`src/rtl/craft_mc_serial.sv`:
```
// ---------------------------------------------------------------------------
// craft_mc_serial -- column-serial CRAFT MixColumns engine.
//
// A 64-bit CRAFT state is accepted in IDLE, transformed LANES columns per
// cycle in BUSY, then held in DONE until the consumer takes it.
// Per column j (a=I[j], b=I[j+4], c=I[j+8], d=I[j+12]):
//   a' = cm_en[0] ? a^c^d : a ;  b' = cm_en[1] ? b^d : b ;  c, d unchanged.
//
// Parameters
//   LANES  columns processed per cycle (1, 2 or 4)
//   CNT_W  width of the optional completed-block counter
//
// Ports
//   clk        clock, rising edge
//   rst        synchronous active-high reset
//   in_valid   input state offered
//   in_ready   block can accept a state (IDLE)
//   in_state   CRAFT state, nibble I0 = [63:60] .. I15 = [3:0], row-major
//   cm_en      bit0 enables row-0 update, bit1 enables row-1 update
//   out_valid  result available (DONE)
//   out_ready  consumer accepts result
//   out_state  result, same nibble order as in_state
//   blk_cnt    completed output handshakes (only with CRAFT_MC_STATS_EN)
//
// Optional feature macro: CRAFT_MC_STATS_EN adds blk_cnt and its counter.
// ---------------------------------------------------------------------------

// One column's MixColumns update; rows 2 and 3 pass through untouched.
module craft_mc_col (
  input  logic [1:0] en,
  input  logic [3:0] a,
  input  logic [3:0] b,
  input  logic [3:0] c,
  input  logic [3:0] d,
  output logic [3:0] a_o,
  output logic [3:0] b_o
);
  assign a_o = en[0] ? (a ^ c ^ d) : a;
  assign b_o = en[1] ? (b ^ d)     : b;
endmodule

module craft_mc_serial #(
  parameter int LANES = 1,
  parameter int CNT_W = 16
) (
  input  logic             clk,
  input  logic             rst,
  input  logic             in_valid,
  output logic             in_ready,
  input  logic [63:0]      in_state,
  input  logic [1:0]       cm_en,
  output logic             out_valid,
  input  logic             out_ready,
  output logic [63:0]      out_state
`ifdef CRAFT_MC_STATS_EN
  ,
  output logic [CNT_W-1:0] blk_cnt
`endif
);

  // Counter value that starts the final column group.
  localparam logic [1:0] LAST_COL = 2'(4 - LANES);
  localparam logic [1:0] COL_STEP = 2'(LANES);  // LANES=4 wraps to 0

  typedef enum logic [1:0] {IDLE, BUSY, DONE} state_t;

  state_t           state, state_nxt;
  logic [1:0]       cnt, cnt_nxt;
  logic [1:0]       en_q, en_nxt;
  // Working state as nibbles; index 15 is I0 so the packing matches in_state.
  logic [15:0][3:0] st, st_nxt, st_xf;

  // Per-lane column index and nibble positions of rows 0..3.
  logic [LANES-1:0][1:0] col_l;
  logic [LANES-1:0][3:0] ia_l, ib_l, ic_l, id_l;
  logic [LANES-1:0][3:0] a_l, b_l, c_l, d_l, a_o, b_o;

  for (genvar l = 0; l < LANES; l++) begin : g_lane
    assign col_l[l] = cnt + 2'(l);
    assign ia_l[l]  = 4'd15 - {2'b00, col_l[l]};
    assign ib_l[l]  = 4'd11 - {2'b00, col_l[l]};
    assign ic_l[l]  = 4'd7  - {2'b00, col_l[l]};
    assign id_l[l]  = 4'd3  - {2'b00, col_l[l]};
    assign a_l[l]   = st[ia_l[l]];
    assign b_l[l]   = st[ib_l[l]];
    assign c_l[l]   = st[ic_l[l]];
    assign d_l[l]   = st[id_l[l]];

    craft_mc_col u_col (
      .en  (en_q),
      .a   (a_l[l]),
      .b   (b_l[l]),
      .c   (c_l[l]),
      .d   (d_l[l]),
      .a_o (a_o[l]),
      .b_o (b_o[l])
    );
  end

  // Merge this cycle's transformed columns back into the working state.
  always_comb begin
    st_xf = st;
    for (int l = 0; l < LANES; l++) begin
      st_xf[ia_l[l]] = a_o[l];
      st_xf[ib_l[l]] = b_o[l];
    end
  end

  always_ff @(posedge clk) begin
    if (rst) begin
      state <= IDLE;
      cnt   <= '0;
      en_q  <= '0;
      st    <= '0;
    end else begin
      state <= state_nxt;
      cnt   <= cnt_nxt;
      en_q  <= en_nxt;
      st    <= st_nxt;
    end
  end

  always_comb begin
    state_nxt = state;
    cnt_nxt   = cnt;
    en_nxt    = en_q;
    st_nxt    = st;
    in_ready  = 1'b0;
    out_valid = 1'b0;
    case (state)
      IDLE: begin
        in_ready = 1'b1;
        if (in_valid) begin
          st_nxt    = in_state;
          en_nxt    = cm_en;
          cnt_nxt   = '0;
          state_nxt = BUSY;
        end
      end
      BUSY: begin
        st_nxt  = st_xf;
        cnt_nxt = cnt + COL_STEP;
        if (cnt == LAST_COL) state_nxt = DONE;
      end
      DONE: begin
        // Working state is not written here, so out_state holds.
        out_valid = 1'b1;
        if (out_ready) state_nxt = IDLE;
      end
      default: state_nxt = IDLE;
    endcase
  end

  assign out_state = st;

`ifdef CRAFT_MC_STATS_EN
  always_ff @(posedge clk) begin
    if (rst)                          blk_cnt <= '0;
    else if (out_valid && out_ready)  blk_cnt <= blk_cnt + CNT_W'(1);
  end
`endif

endmodule

```
`config.mk`:
```
export PLATFORM = sky130hd
export DESIGN_NAME = craft_mc_serial
export DESIGN_NICKNAME = d
export VERILOG_FILES = /design/src/rtl/craft_mc_serial.sv
export SDC_FILE = /design/constraint.sdc
export NUM_CORES = 1
export LEC_CHECK = 0
export CAP_MARGIN = 20
export CORE_ASPECT_RATIO = 0.8
export CORE_MARGIN = 4
export CORE_UTILIZATION = 40
export DETAILED_ROUTE_END_ITERATION = 7
export GPL_ROUTABILITY_DRIVEN = 0
export PLACE_DENSITY = 0.75
export REMOVE_ABC_BUFFERS = 1
export SLEW_MARGIN = 25
export SYNTH_ARGS = -nofsm -noshare
export SYNTH_HDL_FRONTEND = slang
export SYNTH_SLANG_ARGS = --single-unit
```
`constraint.sdc`:
```
create_clock -name clk -period 1.8 [get_ports clk]
set_input_delay 0.27 -clock clk [delete_from_list [all_inputs] [get_ports clk]]
set_output_delay 0.27 -clock clk [all_outputs]
set_load 0.05 [all_outputs]
```
== After elaboration in Yosys (flattened, before gate mapping) ==
Index checks and enable logic that the tools add are counted.

* Bits in registers: 70
* Bits of input ports: 70
* Word-level logic and storage cells: 72

* Order comparisons: 6
* Eq/ne operators: 6
* Mux-type cells: 26
* Reduce and logical (&&, ||, !) cells: 7
* Add/subtract/negate cells: 5
* Bitwise gates (word level): 3

{| class="wikitable"
|+ Operators by type and width
! kind !! count
|-
| bitwise mux 64 bit || 2
|-
| one-hot mux 64 bit (2 select lines) || 1
|-
| binary-select mux 4 bit (select 4 bit) || 4
|-
| 2-to-1 mux 64 bit || 1
|-
| demux 4 bit (select 4 bit) || 2
|-
| 2-to-1 mux 4 bit || 8
|-
| < comparator 4 x 5 -> 1 bit, second input constant || 4
|-
| XOR 4 bit || 3
|-
| greater-or-equal comparator 4 x 1 -> 1 bit, second input constant || 2
|-
| 2-to-1 mux 2 bit || 4
|-
| inequality test 2 bit, second input constant || 3
|-
| one-hot mux 2 bit (3 select lines) || 1
|-
| == test 2 bit, second input constant || 2
|-
| one-hot mux 2 bit (2 select lines) || 1
|-
| AND reduction 2 bit || 2
|-
| subtractor 1 x 3 -> 4 bit, first input constant || 1
|-
| subtractor 3 x 2 -> 4 bit, first input constant || 1
|-
| subtractor 4 x 2 -> 4 bit, first input constant || 1
|-
| AND reduction 3 bit || 1
|-
| subtractor 2 x 2 -> 3 bit, first input constant || 1
|-
| adder 2 x 1 -> 2 bit, second input constant || 1
|-
| == test 2 x 1 -> 1 bit, second input constant || 1
|-
| logical AND 1 bit || 2
|-
| logical NOT 2 bit || 1
|-
| 2 further kinds || 3
|}

== Longest topological paths before layout ==
Gate-level depths: netlist (run 1).

* Word-level depth: 9
* Depth in mapped cells: 8

== By module ==
A second synthesis (run 1) with hierarchy kept.

* Cells, all modules: 326
* Area, all modules: 3450.8 µm²

{| class="wikitable"
|+ Modules (own cells, without submodules)
! module !! seq. area each (µm²) !! times used !! area each (µm²) !! cells each
|-
| craft_mc_serial || 1401.3 || 1 || 3315.7 || 306
|-
| craft_mc_col || 0.0 || 1 || 135.1 || 20
|}

== Worst setup path before layout (run 1) ==
Ideal clock, no wire load.

* Kind: flip-flop to flip-flop
* From: register state[1]
* To: register cnt[0]
* Stages on the path, launching flop included: 9
* Arrival time: 2090 ps
* Slack: -417 ps
* Clock period less this slack: 2217 ps
* Required time: 1672 ps
* Cell sequence: dfxtp_1 buf_2 nor2_1 and2_1 clkbuf_1 clkbuf_1 nor3_1 a21oi_1 nor2_1

* Longest elaborated chain between the ends: 3
* Elaborated cells between the ends (all ways): 6
* Those cells by class: eq/ne: 2; mux: 1; reduce/logical: 3

{| class="wikitable"
|+ RTL lines
! item !! line !! text
|-
| from (decl) || 67 || <nowiki>state_t state, state_nxt;</nowiki>
|-
| from (signal assigned) || 116 || <nowiki>state <= state_nxt;</nowiki>
|-
| == test 2 x 1 -> 1 bit / logical NOT 2 bit (equally long branches) || 130 || <nowiki>case (state)</nowiki>
|-
| nonzero test 2 bit (no source line) / inequality test 2 bit (equally long branches) || -- ||
|-
| AND reduction 2 bit (no source line) || -- ||
|-
| to (signal assigned) || 117 || <nowiki>cnt <= cnt_nxt;</nowiki>
|-
| to (decl) || 68 || <nowiki>logic [1:0] cnt, cnt_nxt;</nowiki>
|}

Parallel ways exist; a longest one is shown, timed or not.
A chain may end at the register's enable or synchronous reset.

== Worst setup path in the final report (run 1) ==
* From: register cnt[0]
* To: register st, in the netlist out_state[40]

* Longest elaborated chain between the ends: 9
* Elaborated cells between the ends (all ways): 30
* Those cells by class: add/sub: 4; order compare: 4; mux: 17; bitwise: 3; reduce/logical: 2

{| class="wikitable"
|+ RTL lines
! item !! line !! text
|-
| subtractor 1 x 3 -> 4 bit / subtractor 3 x 2 -> 4 bit (equally long branches) || 80, 82 ||
|-
| binary-select mux 4 bit (select 4 bit), on equally long branches || 84, 86 ||
|-
| 2-to-1 mux 4 bit, on equally long branches || 84, 86 ||
|-
| XOR 4 bit (2 in a row) || 38 || <nowiki>assign a_o = en[0] ? (a ^ c ^ d) : a;</nowiki>
|-
| 2-to-1 mux 4 bit || 38 ||
|-
| bitwise mux 64 bit || 104 || <nowiki>st_xf[ia_l[l]] = a_o[l];</nowiki>
|-
| bitwise mux 64 bit * || 105 || <nowiki>st_xf[ib_l[l]] = b_o[l];</nowiki>
|-
| one-hot mux 64 bit (2 select lines) * || 130 ||
|-
| to (signal assigned) || 119 || <nowiki>st <= st_nxt;</nowiki>
|-
| to (decl) || 71 || <nowiki>logic [15:0][3:0] st, st_nxt, st_xf;</nowiki>
|}

Every way passes the cells marked *; elsewhere a longest branch is shown, timed or not. The select of a mux whose other input is x is not followed.

==> results by group, run 1 <==
Layout
  • Final core occ: 63.9%
  • Commonest non-fill, non-tap cell in the layout: buf_4
  • Final nets: 673
  • Cell area after layout: 5470 um2
  • Most frequent cells in the layout: 105 x buf_4, 96 x nand2_1, 68 x dfxtp_1, 68 x clkdlybuf4s50_1, 58 x a21oi_1
  • # diodes: 0
  • Layout cell share with drive strength beyond 1: 27.7%
  • FILL cells: 748
  • Area grow syn2layout: 53.8%
  • Register area: 1410 um2
  • Multi-input logic area: 2130 um2
  • Count of non-filler cells in the finished layout: 714

Critical path
  • Worst setup EP type: register
  • Critical-path cell list: buf_6, mux4_2, nand2_2, xnor2_2, a222oi_1, nor2_1
  • Arrival @ worst endpoint: 2.05 ns
  • WP buf/inv: 1
  • Critical Path Start Type: register
  • CP peak stage delay: 0.51 ns
  • CP Class: register to register
  • Critical path's slowest cell: mux4_2
  • Required time worst endpoint: 2.01 ns
  • Worst Path Max Fanout: 6
  • Delay-heaviest family, CP: multiplexers

STA
  • Final Hold Vio Count: 0
  • Min Clock Period, post-route: 1.84 ns
  • Max Transition Viols Final: 0
  • Top achievable clock speed: 0.543 GHz
  • Slew HR: 66.5%
  • Unrepaired setup endpoints after global routing: yes
  • Final setup fails: 1
  • Fin Setup TNS: -0.0410 ns
  • Hold_ws: 0.309 ns
  • Final period util: 102%
  • Final worst setup slack: -0.0410 ns
  • Worst slew pin tran: 0.504 ns
  • Layout Skew: 0.0101 ns

Drt
  • DR vias: 4052
  • DR pass1 iterations: 8
  • DRT antenna net count: 0
  • WL met2: 5.91 mm
  • Top Metal Used: met4
  • DRC viols: 0
  • Met3 wire len: 1.11 mm
  • DR WL/cell: 17.7 um
  • Post-Route M1 WL: 5.39 mm
  • 1st-iter DRT viols: 378
  • Post-Route WL: 12.7 mm
  • Via density: 5.68

Global routing
  • Largest net degree at the start of global routing: 56
  • Initial antenna violation count: 0
  • GRT Total Usage: 23.5%
  • Vias in the first global route: 3889
  • Remaining global-route overflow: 0
  • First-pass GRT wire length: 19.8 mm

CTS
  • Worst skew pair latency: 0.34 ns
  • H-tree lvl count: 3
  • Clock-pin slew on the worst setup and hold paths: 0.07 ns
  • CTS buffer count: 9
  • Clk buf depth: 2
  • TritonCTS clock tree: done
  • CTS sink count: 70
  • Root Buffer: clkbuf_8

Synthesis
  • Syn. warnings: 0
  • Sequential-to-total area share from yosys stat: 39.4%
  • Cell area after synthesis: 3560 um2
  • Mean Syn Cell Area: 8.19 um2
  • Cell count after synthesis: 434
  • Synthesis-stage register bit count: 70
  • Netlist cell types: 33

Floorplanning
  • Row count: 30
  • Die area: 10500 um2
  • Die Y: 92.3 um
  • DIE WIDTH: 113 um
  • Number of primary I/O pins: 136
  • Core Box Area: 8560 um2
  • Effective utilization at floorplan: 41.5%

Run status
  • Status: complete, but fails checks
  • Failing checks: setup timing

Flow run
  • Maxcap violations: 0

Pwr
  • Power Dens Cells: 791 nW/um2
  • P_leak: 2.25 nW
  • Worst-case vdd ir drop: 379 uV

Worst hold path
  • Worst hold path class: input pin to register

Placement
  • DPL Wire Length: 9.30 mm
  • Cell Area, Placed: 5160 um2
  • Cells after DPL: 697
  • IO buf count: 135
path summary, 6_finish.rpt:
check	slack (ns)	depth (start not counted)	endpoint	startpoint
worst max register to register	-0.04	6	out_state[40]	cnt[0]
worst min-delay path	0.31	2	out_state[0]	rst
worst min register to register	0.49	2	out_state[28]	out_state[28]
worst max-delay path	-0.04	6	out_state[40]	cnt[0]
per-layer routing:
| metal | GRT usage (%) | vias up |
|---|---|---|
| li1 | - | 1868 |
| met1 | 31.8 | 1943 |
| met2 | 37.8 | 214 |
| met3 | 5.62 | 27 |
| met4 | 6.31 | 0 |
| met5 | 0 | - |
kinds of logic (layout without fill, tap and decap cells):
logic type	count (synthesis)	count (layout)	share of synthesized area, %
and+or+nand+nor	181	181	22.1
adders and majority gates	4	4	1.41
buffers and inverters	33	201	3.98
muxes	20	20	8.59
AOI/OAI and AO/OA	106	106	19.2
DFF	70	70	39.4
xor gates and xnor gates	20	20	5.35
power by group:
| group | total (mW) | switching, mW | leakage, nW | internal [mW] |
|---|---|---|---|---|
| combinational | 1.50 | 0.886 | 1.59 | 0.612 |
| sequential | 1.78 | 0.114 | 0.577 | 1.67 |
| clock | 1.05 | 0.575 | 0.0845 | 0.477 |
| total | 4.33 | 1.58 | 2.25 | 2.75 |
cells in the mapped netlist, drive strengths merged:
master | count | area, um2
nand2 | 98 | 368
dfxtp | 70 | 1400
a21oi | 62 | 310
nor2 | 28 | 105
clkbuf | 23 | 86.3
nand3 | 23 | 115
a311oi | 16 | 140
or3 | 16 | 100
xor2 | 16 | 140
a222oi | 8 | 80.1
buf | 8 | 47.5
mux2i | 8 | 80.1
mux4 | 8 | 180
a31oi | 6 | 37.5
and2 | 5 | 31.3
nand2b | 5 | 31.3
a21o | 4 | 30.0
ha | 4 | 50.1
mux2 | 4 | 45.0
o21ai | 4 | 20.0
o221ai | 4 | 35.0
xnor2 | 4 | 50.1
nor3 | 3 | 15.0
a221oi | 2 | 30.0
inv | 2 | 7.50
nor2b | 2 | 12.5
or2 | 1 | 6.26
final cells by class:
class / count / share of cell area, %
well taps: 112 / 2.56
inverters: 2 / 0.137
flip-flops and latches: 70 / 25.7
clock inverters: 5 / 0.526
multi-input cells: 331 / 38.9
clock buffers: 9 / 2.26
repair buffers: 185 / 29.9
repair_timing:
item	CTS	global route
pin swaps	2	7
gates cloned	0	0
hold buffers	0	0
setup buffers	0	3
endpoints found under the setup margin	27	28
resized for setup	9	28
state kept, by name, summed over array words and instances, names as in the netlist:
name / count
state: 2
en_q: 2
out_state: 64
cnt: 2
stage by stage:
step	power (mW)	setup slack, ns
6_report	4.33	-0.0410
3_5_place_dp	3.24	-0.0929
4_1_cts	4.29	0.0116
2_1_floorplan	2.59	-0.631
5_1_grt	4.52	-0.0591
3_3_place_gp	3.21	-0.0320
No activity file was read; power rests on OpenSTA's default activity.
==> inputs of run 2 (changes only) <==
CORE_ASPECT_RATIO = 1.4   (was 0.8)
TNS_END_PERCENT = 20   (was default)
clock period = 1.59 ns   (was 1.8 ns; I/O delays follow)
==> run 2 against run 1 <==
Net effect:
- the run still ends with setup timing left
- final area grew 9.7%
- count of clock-buffer cells in the layout rose by 5
- critical path depth grew 1
- combinational power increased by 23%
- die area grew 0.11%
- critical path type unchanged
==> results by group, run 2 (synthesis gave the netlist of run 1 again) <==
Layout
  • Commonest non-fill, non-tap cell in the layout: buf_4
  • Cell area after layout: 6000 um2
  • Area grow syn2layout: 68.8%
  • # diodes: 0
  • Count of non-filler cells in the finished layout: 733
  • Layout cell share with drive strength beyond 1: 32.3%
  • Most frequent cells in the layout: 123 x buf_4, 92 x nand2_1, 69 x dfxtp_1, 68 x clkdlybuf4s50_1, 56 x a21oi_1
  • Final nets: 697
  • FILL cells: 677
  • Largest register FFs: 64

Placement
  • IO buf count: 135
  • Cell Area, Placed: 5390 um2
  • Cells after DPL: 714
  • DPL Wire Length: 8.93 mm

Run status
  • Status: complete, but fails checks
  • Failing checks: setup timing

Global routing
  • GRT Total Usage: 23.7%
  • Largest net degree at the start of global routing: 71
  • Vias in the first global route: 4046
  • Remaining global-route overflow: 0
  • Initial antenna violation count: 0
  • First-pass GRT wire length: 19.7 mm

Floorplanning
  • Core Box Area: 8610 um2
  • Number of primary I/O pins: 136
  • Effective utilization at floorplan: 41.3%
  • Die area: 10500 um2
  • DIE WIDTH: 87.7 um
  • Die Y: 120 um
  • Row count: 40

STA
  • Final period util: 112%
  • Worst slew pin tran: 0.372 ns
  • Final Hold Vio Count: 0
  • Slew HR: 75.2%
  • Min Clock Period, post-route: 1.79 ns
  • Top achievable clock speed: 0.560 GHz
  • Final worst setup slack: -0.195 ns
  • Max Transition Viols Final: 0
  • Final setup fails: 32
  • Unrepaired setup endpoints after global routing: yes
  • Layout Skew: 0.00605 ns
  • Hold_ws: 0.383 ns

CTS
  • Clk buf depth: 2
  • CTS buffer count: 9
  • Root Buffer: clkbuf_16
  • Worst skew pair latency: 0.34 ns
  • TritonCTS clock tree: done
  • Clock-pin slew on the worst setup and hold paths: 0.06 ns
  • CTS sink count: 70
  • H-tree lvl count: 3
  • Hold Buf Count CTS: 0

Drt
  • 1st-iter DRT viols: 308
  • DR WL/cell: 17.1 um
  • Met3 wire len: 1.18 mm
  • DRC viols: 0
  • DR pass1 iterations: 5
  • Post-Route WL: 12.5 mm
  • WL met2: 6.35 mm
  • Top Metal Used: met4
  • Post-Route M1 WL: 4.63 mm
  • Via density: 5.60
  • DR vias: 4104
  • DRT antenna net count: 0

Critical path
  • Arrival @ worst endpoint: 2.02 ns
  • Required time worst endpoint: 1.83 ns
  • CP Class: register to register
  • Worst setup EP type: register
  • Worst Path Max Fanout: 5
  • Critical Path Start Type: register

Pwr
  • Worst-case vdd ir drop: 650 uV
  • Power, Total: 5.97 mW
  • P_leak: 2.48 nW
  • Power Dens Cells: 995 nW/um2

Flow run
  • Maxcap violations: 0

Worst hold path
  • Worst hold path class: input pin to register
run 2: stage by stage:
| step | setup WS, ns | setup TNS, ns | utilization [%] |
|---|---|---|---|
| final | -0.195 | -4.06 | 69.7 |
| after detailed placement | -0.269 | -6.35 | 62.6 |
| after global routing | -0.287 | -6.76 | 69.7 |
| after floorplan | -0.841 | -47.28 | - |
| after CTS | -0.146 | -3.02 | 68.2 |
| after global placement | -0.222 | -4.70 | 62.6 |
run 2: what timing repair did:
action	4_1_cts	5_1_grt
setup endpoints to repair	32	32
cloned	1	0
setup buffers	2	2
pin swaps	15	8
resized for setup	28	24
run 2: final cells by class:
class / instances / area, um2 / area share [%]
clock buffer: 14 / 284 / 4.73
clock inverter: 2 / 37.5 / 0.625
inverter: 2 / 10.0 / 0.167
multi-input combinational: 331 / 2210 / 36.8
sequential: 70 / 1410 / 23.4
tap: 105 / 131 / 2.19
timing repair buffer: 209 / 1930 / 32.1
run 2: power by group:
| group | internal [mW] | switching (mW) | total, mW |
|---|---|---|---|
| Sequential | 1.89 | 0.119 | 2.01 |
| Combinational | 0.793 | 1.05 | 1.84 |
| Clock | 1.39 | 0.739 | 2.12 |
run 2: path summary, 6_finish.rpt:
| check | start | to | slack, ns | cells after the start |
|---|---|---|---|---|
| worst min-delay path | rst | out_state[4] | 0.38 | 3 |
| worst max-delay path | cnt[0] | out_state[59] | -0.20 | 7 |
| worst max register to register | cnt[0] | out_state[59] | -0.20 | 7 |
| worst min register to register | out_state[45] | out_state[45] | 0.51 | 2 |
run 2: per-layer routing:
metal | track usage, % | up-vias
met5 | 0 | -
met4 | 11.2 | 0
met3 | 5.63 | 37
met2 | 40.2 | 229
met1 | 27.4 | 1909
li1 | - | 1929
run 2: critical path: stages, from the launching register on:
cell and delay, ns:
dfxtp_4 0.41, buf_12 0.12, buf_16 0.11, ha_1 0.18
buf_4 0.11, nand2_1 0.11, or3_1 0.41, a311oi_1 0.25
==> inputs of run 3 (changes only) <==
--- a/constraint.sdc
+++ b/constraint.sdc
@@ -3,2 +3,2 @@
 set_output_delay 0.2385 -clock clk [all_outputs]
-set_load 0.05 [all_outputs]
+set_load 0.1 [all_outputs]
==> run 3 against run 2 <==
Net effect:
- the flow still finishes with violations (setup timing)
- critical path depth stayed put
- wire length is 29% higher
- count of clock-buffer cells in the layout is 3 lower
- clock skew is 0.0016 ns higher
- first-iteration DRC count is 120% higher
- critical endpoint is now out_state[53]
- largest cell class is now buffers
==> results by group, run 3 (synthesis gave the netlist of run 1 again) <==
STA
  • Max Transition Viols Final: 0
  • Unrepaired setup endpoints after global routing: yes
  • Final setup fails: 32
  • Fin Setup TNS: -5.79 ns
  • Worst slew pin tran: 0.373 ns
  • Slew HR: 74.4%
  • Layout Skew: 0.00768 ns
  • Top achievable clock speed: 0.495 GHz
  • Min Clock Period, post-route: 2.02 ns
  • Final Hold Vio Count: 0
  • Final period util: 127%
  • Final worst setup slack: -0.432 ns

Drt
  • DR WL/cell: 21.3 um
  • Via density: 5.98
  • DR vias: 4532
  • DR pass1 iterations: 7
  • DRT antenna net count: 0
  • DRC viols: 0
  • 1st-iter DRT viols: 672
  • Post-Route WL: 16.2 mm

Layout
  • Largest register FFs: 64
  • Layout cell share with drive strength beyond 1: 36.0%
  • Area grow syn2layout: 96.4%
  • Final nets: 722
  • Most frequent cells in the layout: 95 x nand2_1, 89 x buf_4, 73 x buf_12, 68 x dfxtp_1, 68 x clkdlybuf4s50_1
  • # diodes: 0
  • Commonest non-fill, non-tap cell in the layout: nand2_1

Critical path
  • CP Class: register to register
  • CP peak stage delay: 0.41 ns
  • Flop2flop setup slack: -0.43 ns
  • Required time worst endpoint: 1.80 ns
  • Critical path's slowest cell: a311oi_2
  • R2r endpoint: out_state[53]
  • Arrival @ worst endpoint: 2.23 ns
  • Worst Path Max Fanout: 9
  • Worst r2r path cells: 7
  • Critical Path Start Type: register
  • Critical-path cell list: buf_12, buf_4, mux2_2, o21ai_2, buf_6, nand3_1, a311oi_2
  • Reg2reg start: cnt[0]
  • Worst setup EP type: register

Floorplanning
  • Die area: 10500 um2
  • Die Y: 120 um
  • DIE WIDTH: 87.7 um
  • Row count: 40
  • Number of primary I/O pins: 136
  • Core Box Area: 8610 um2
  • Effective utilization at floorplan: 41.3%

Worst hold path
  • Worst hold path class: input pin to register
  • Worst Hold End: out_state[36]
  • Hold depth: 3
  • Hold_sp: rst

Placement
  • IO buf count: 135
  • DPL Wire Length: 10.2 mm
  • Dpl ws: -0.311 ns

Global routing
  • GRT Total Usage: 28.0%
  • Vias in the first global route: 4660
  • First-pass GRT wire length: 23.0 mm
  • Largest net degree at the start of global routing: 71
  • Remaining global-route overflow: 0
  • Initial antenna violation count: 0

Pwr
  • Power Dens Cells: 1010 nW/um2
  • Worst-case vdd ir drop: 898 uV
  • Net switching fraction of the power: 36.8%
  • Seq pwr share: 28.5%
  • Clk pwr share: 31.3%
  • P_leak: 2.82 nW
  • Logic gate share of total power: 40.2%
  • P_int: 4.45 mW
  • P_sw: 2.59 mW

Flow run
  • Maxcap violations: 0

CTS
  • CTS sink count: 70
  • Clk buf depth: 2
  • Worst skew pair latency: 0.34 ns
  • TritonCTS clock tree: done
  • Clock-pin slew on the worst setup and hold paths: 0.06 ns
  • CTS buffer count: 9
  • H-tree lvl count: 3
  • Root Buffer: clkbuf_16

Run status
  • Status: complete, but fails checks
  • Failing checks: setup timing
-- run 3: cell types whose count changed in the layout (fill, tap and decap cells not counted), moves of 3 or more --
cell / delta
a311oi_2: +4
a21oi_2: -3
clkbuf_8: -3
nand2_2: -3
buf_4: -34
buf_12: +61
or3_1: -5
a311oi_1: -4
nand2_1: +3
or3_4: +5
-- run 3: power by group through the flow --
stage	combinational (mW)	clock [mW]	sequential, mW
global route	2.92	2.28	2.02
CTS	2.73	2.19	2.00
global placement	2.60	0	2.02
finish	2.83	2.20	2.01
detailed placement	2.64	0	2.03
floorplan	0.485	0	2.92
-- run 3: worst max path at each step --
stage,slack [ns],end,depth (start not counted),from
2_1_floorplan,-1.53,cnt[1],4,state[1]
3_3_place_gp,-0.19,out_state[38],6,cnt[0]
3_5_place_dp,-0.31,out_state[58],7,cnt[0]
4_1_cts,-0.17,out_state[61],6,cnt[0]
5_1_grt,-0.43,out_state[53],7,cnt[0]
6_report,-0.43,out_state[53],7,cnt[0]
-- run 3: area by class of cell --
type | count | area [um2]
fill | 480 | 1620
inverter | 2 | 7.51
sequential | 70 | 1410
clock buffer | 11 | 243
timing repair buffer | 234 | 2860
tap | 105 | 131
multi-input combinational | 331 | 2260
clock inverter | 5 | 82.6
-- run 3: per-stage QoR --
step | hold WS [ns] | power [mW] | cell area, um2 | util, % | instances
2_1_floorplan | 0.308 | 3.40 | 3420 | - | 403
3_3_place_gp | 0.499 | 4.62 | 6380 | 74.2 | 741
3_5_place_dp | 0.527 | 4.67 | 6380 | 74.2 | 741
4_1_cts | 0.382 | 6.92 | 6870 | 79.9 | 758
5_1_grt | 0.392 | 7.22 | 6990 | 81.1 | 758
6_report | 0.388 | 7.04 | 6990 | 81.1 | 758
-- run 3: critical path, delay by kind of cell, from the launching register on --
family          cells  cell delay [ns]
simple gates        1             0.17
compound gates      2             0.56
flops               1             0.38
buf+inv             3             0.45
mux                 1             0.34
-- run 3: what timing repair did --
item,CTS,global route
setup buffers,1,1
hold buffers,0,0
pin swaps,10,12
endpoints found under the setup margin,32,32
resized for setup,36,22
-- run 3: layer usage --
layer  part of all wire, %  GRT usage, %  vias up  wire length [um]
met1                    33          29.8     2095              5260
li1                      -             -     1976                 -
met5                     0             0        -                 0
met2                    50          49.2      362              8160
met3                    11          6.73       99              1700
met4                   6.5          15.7        0              1050
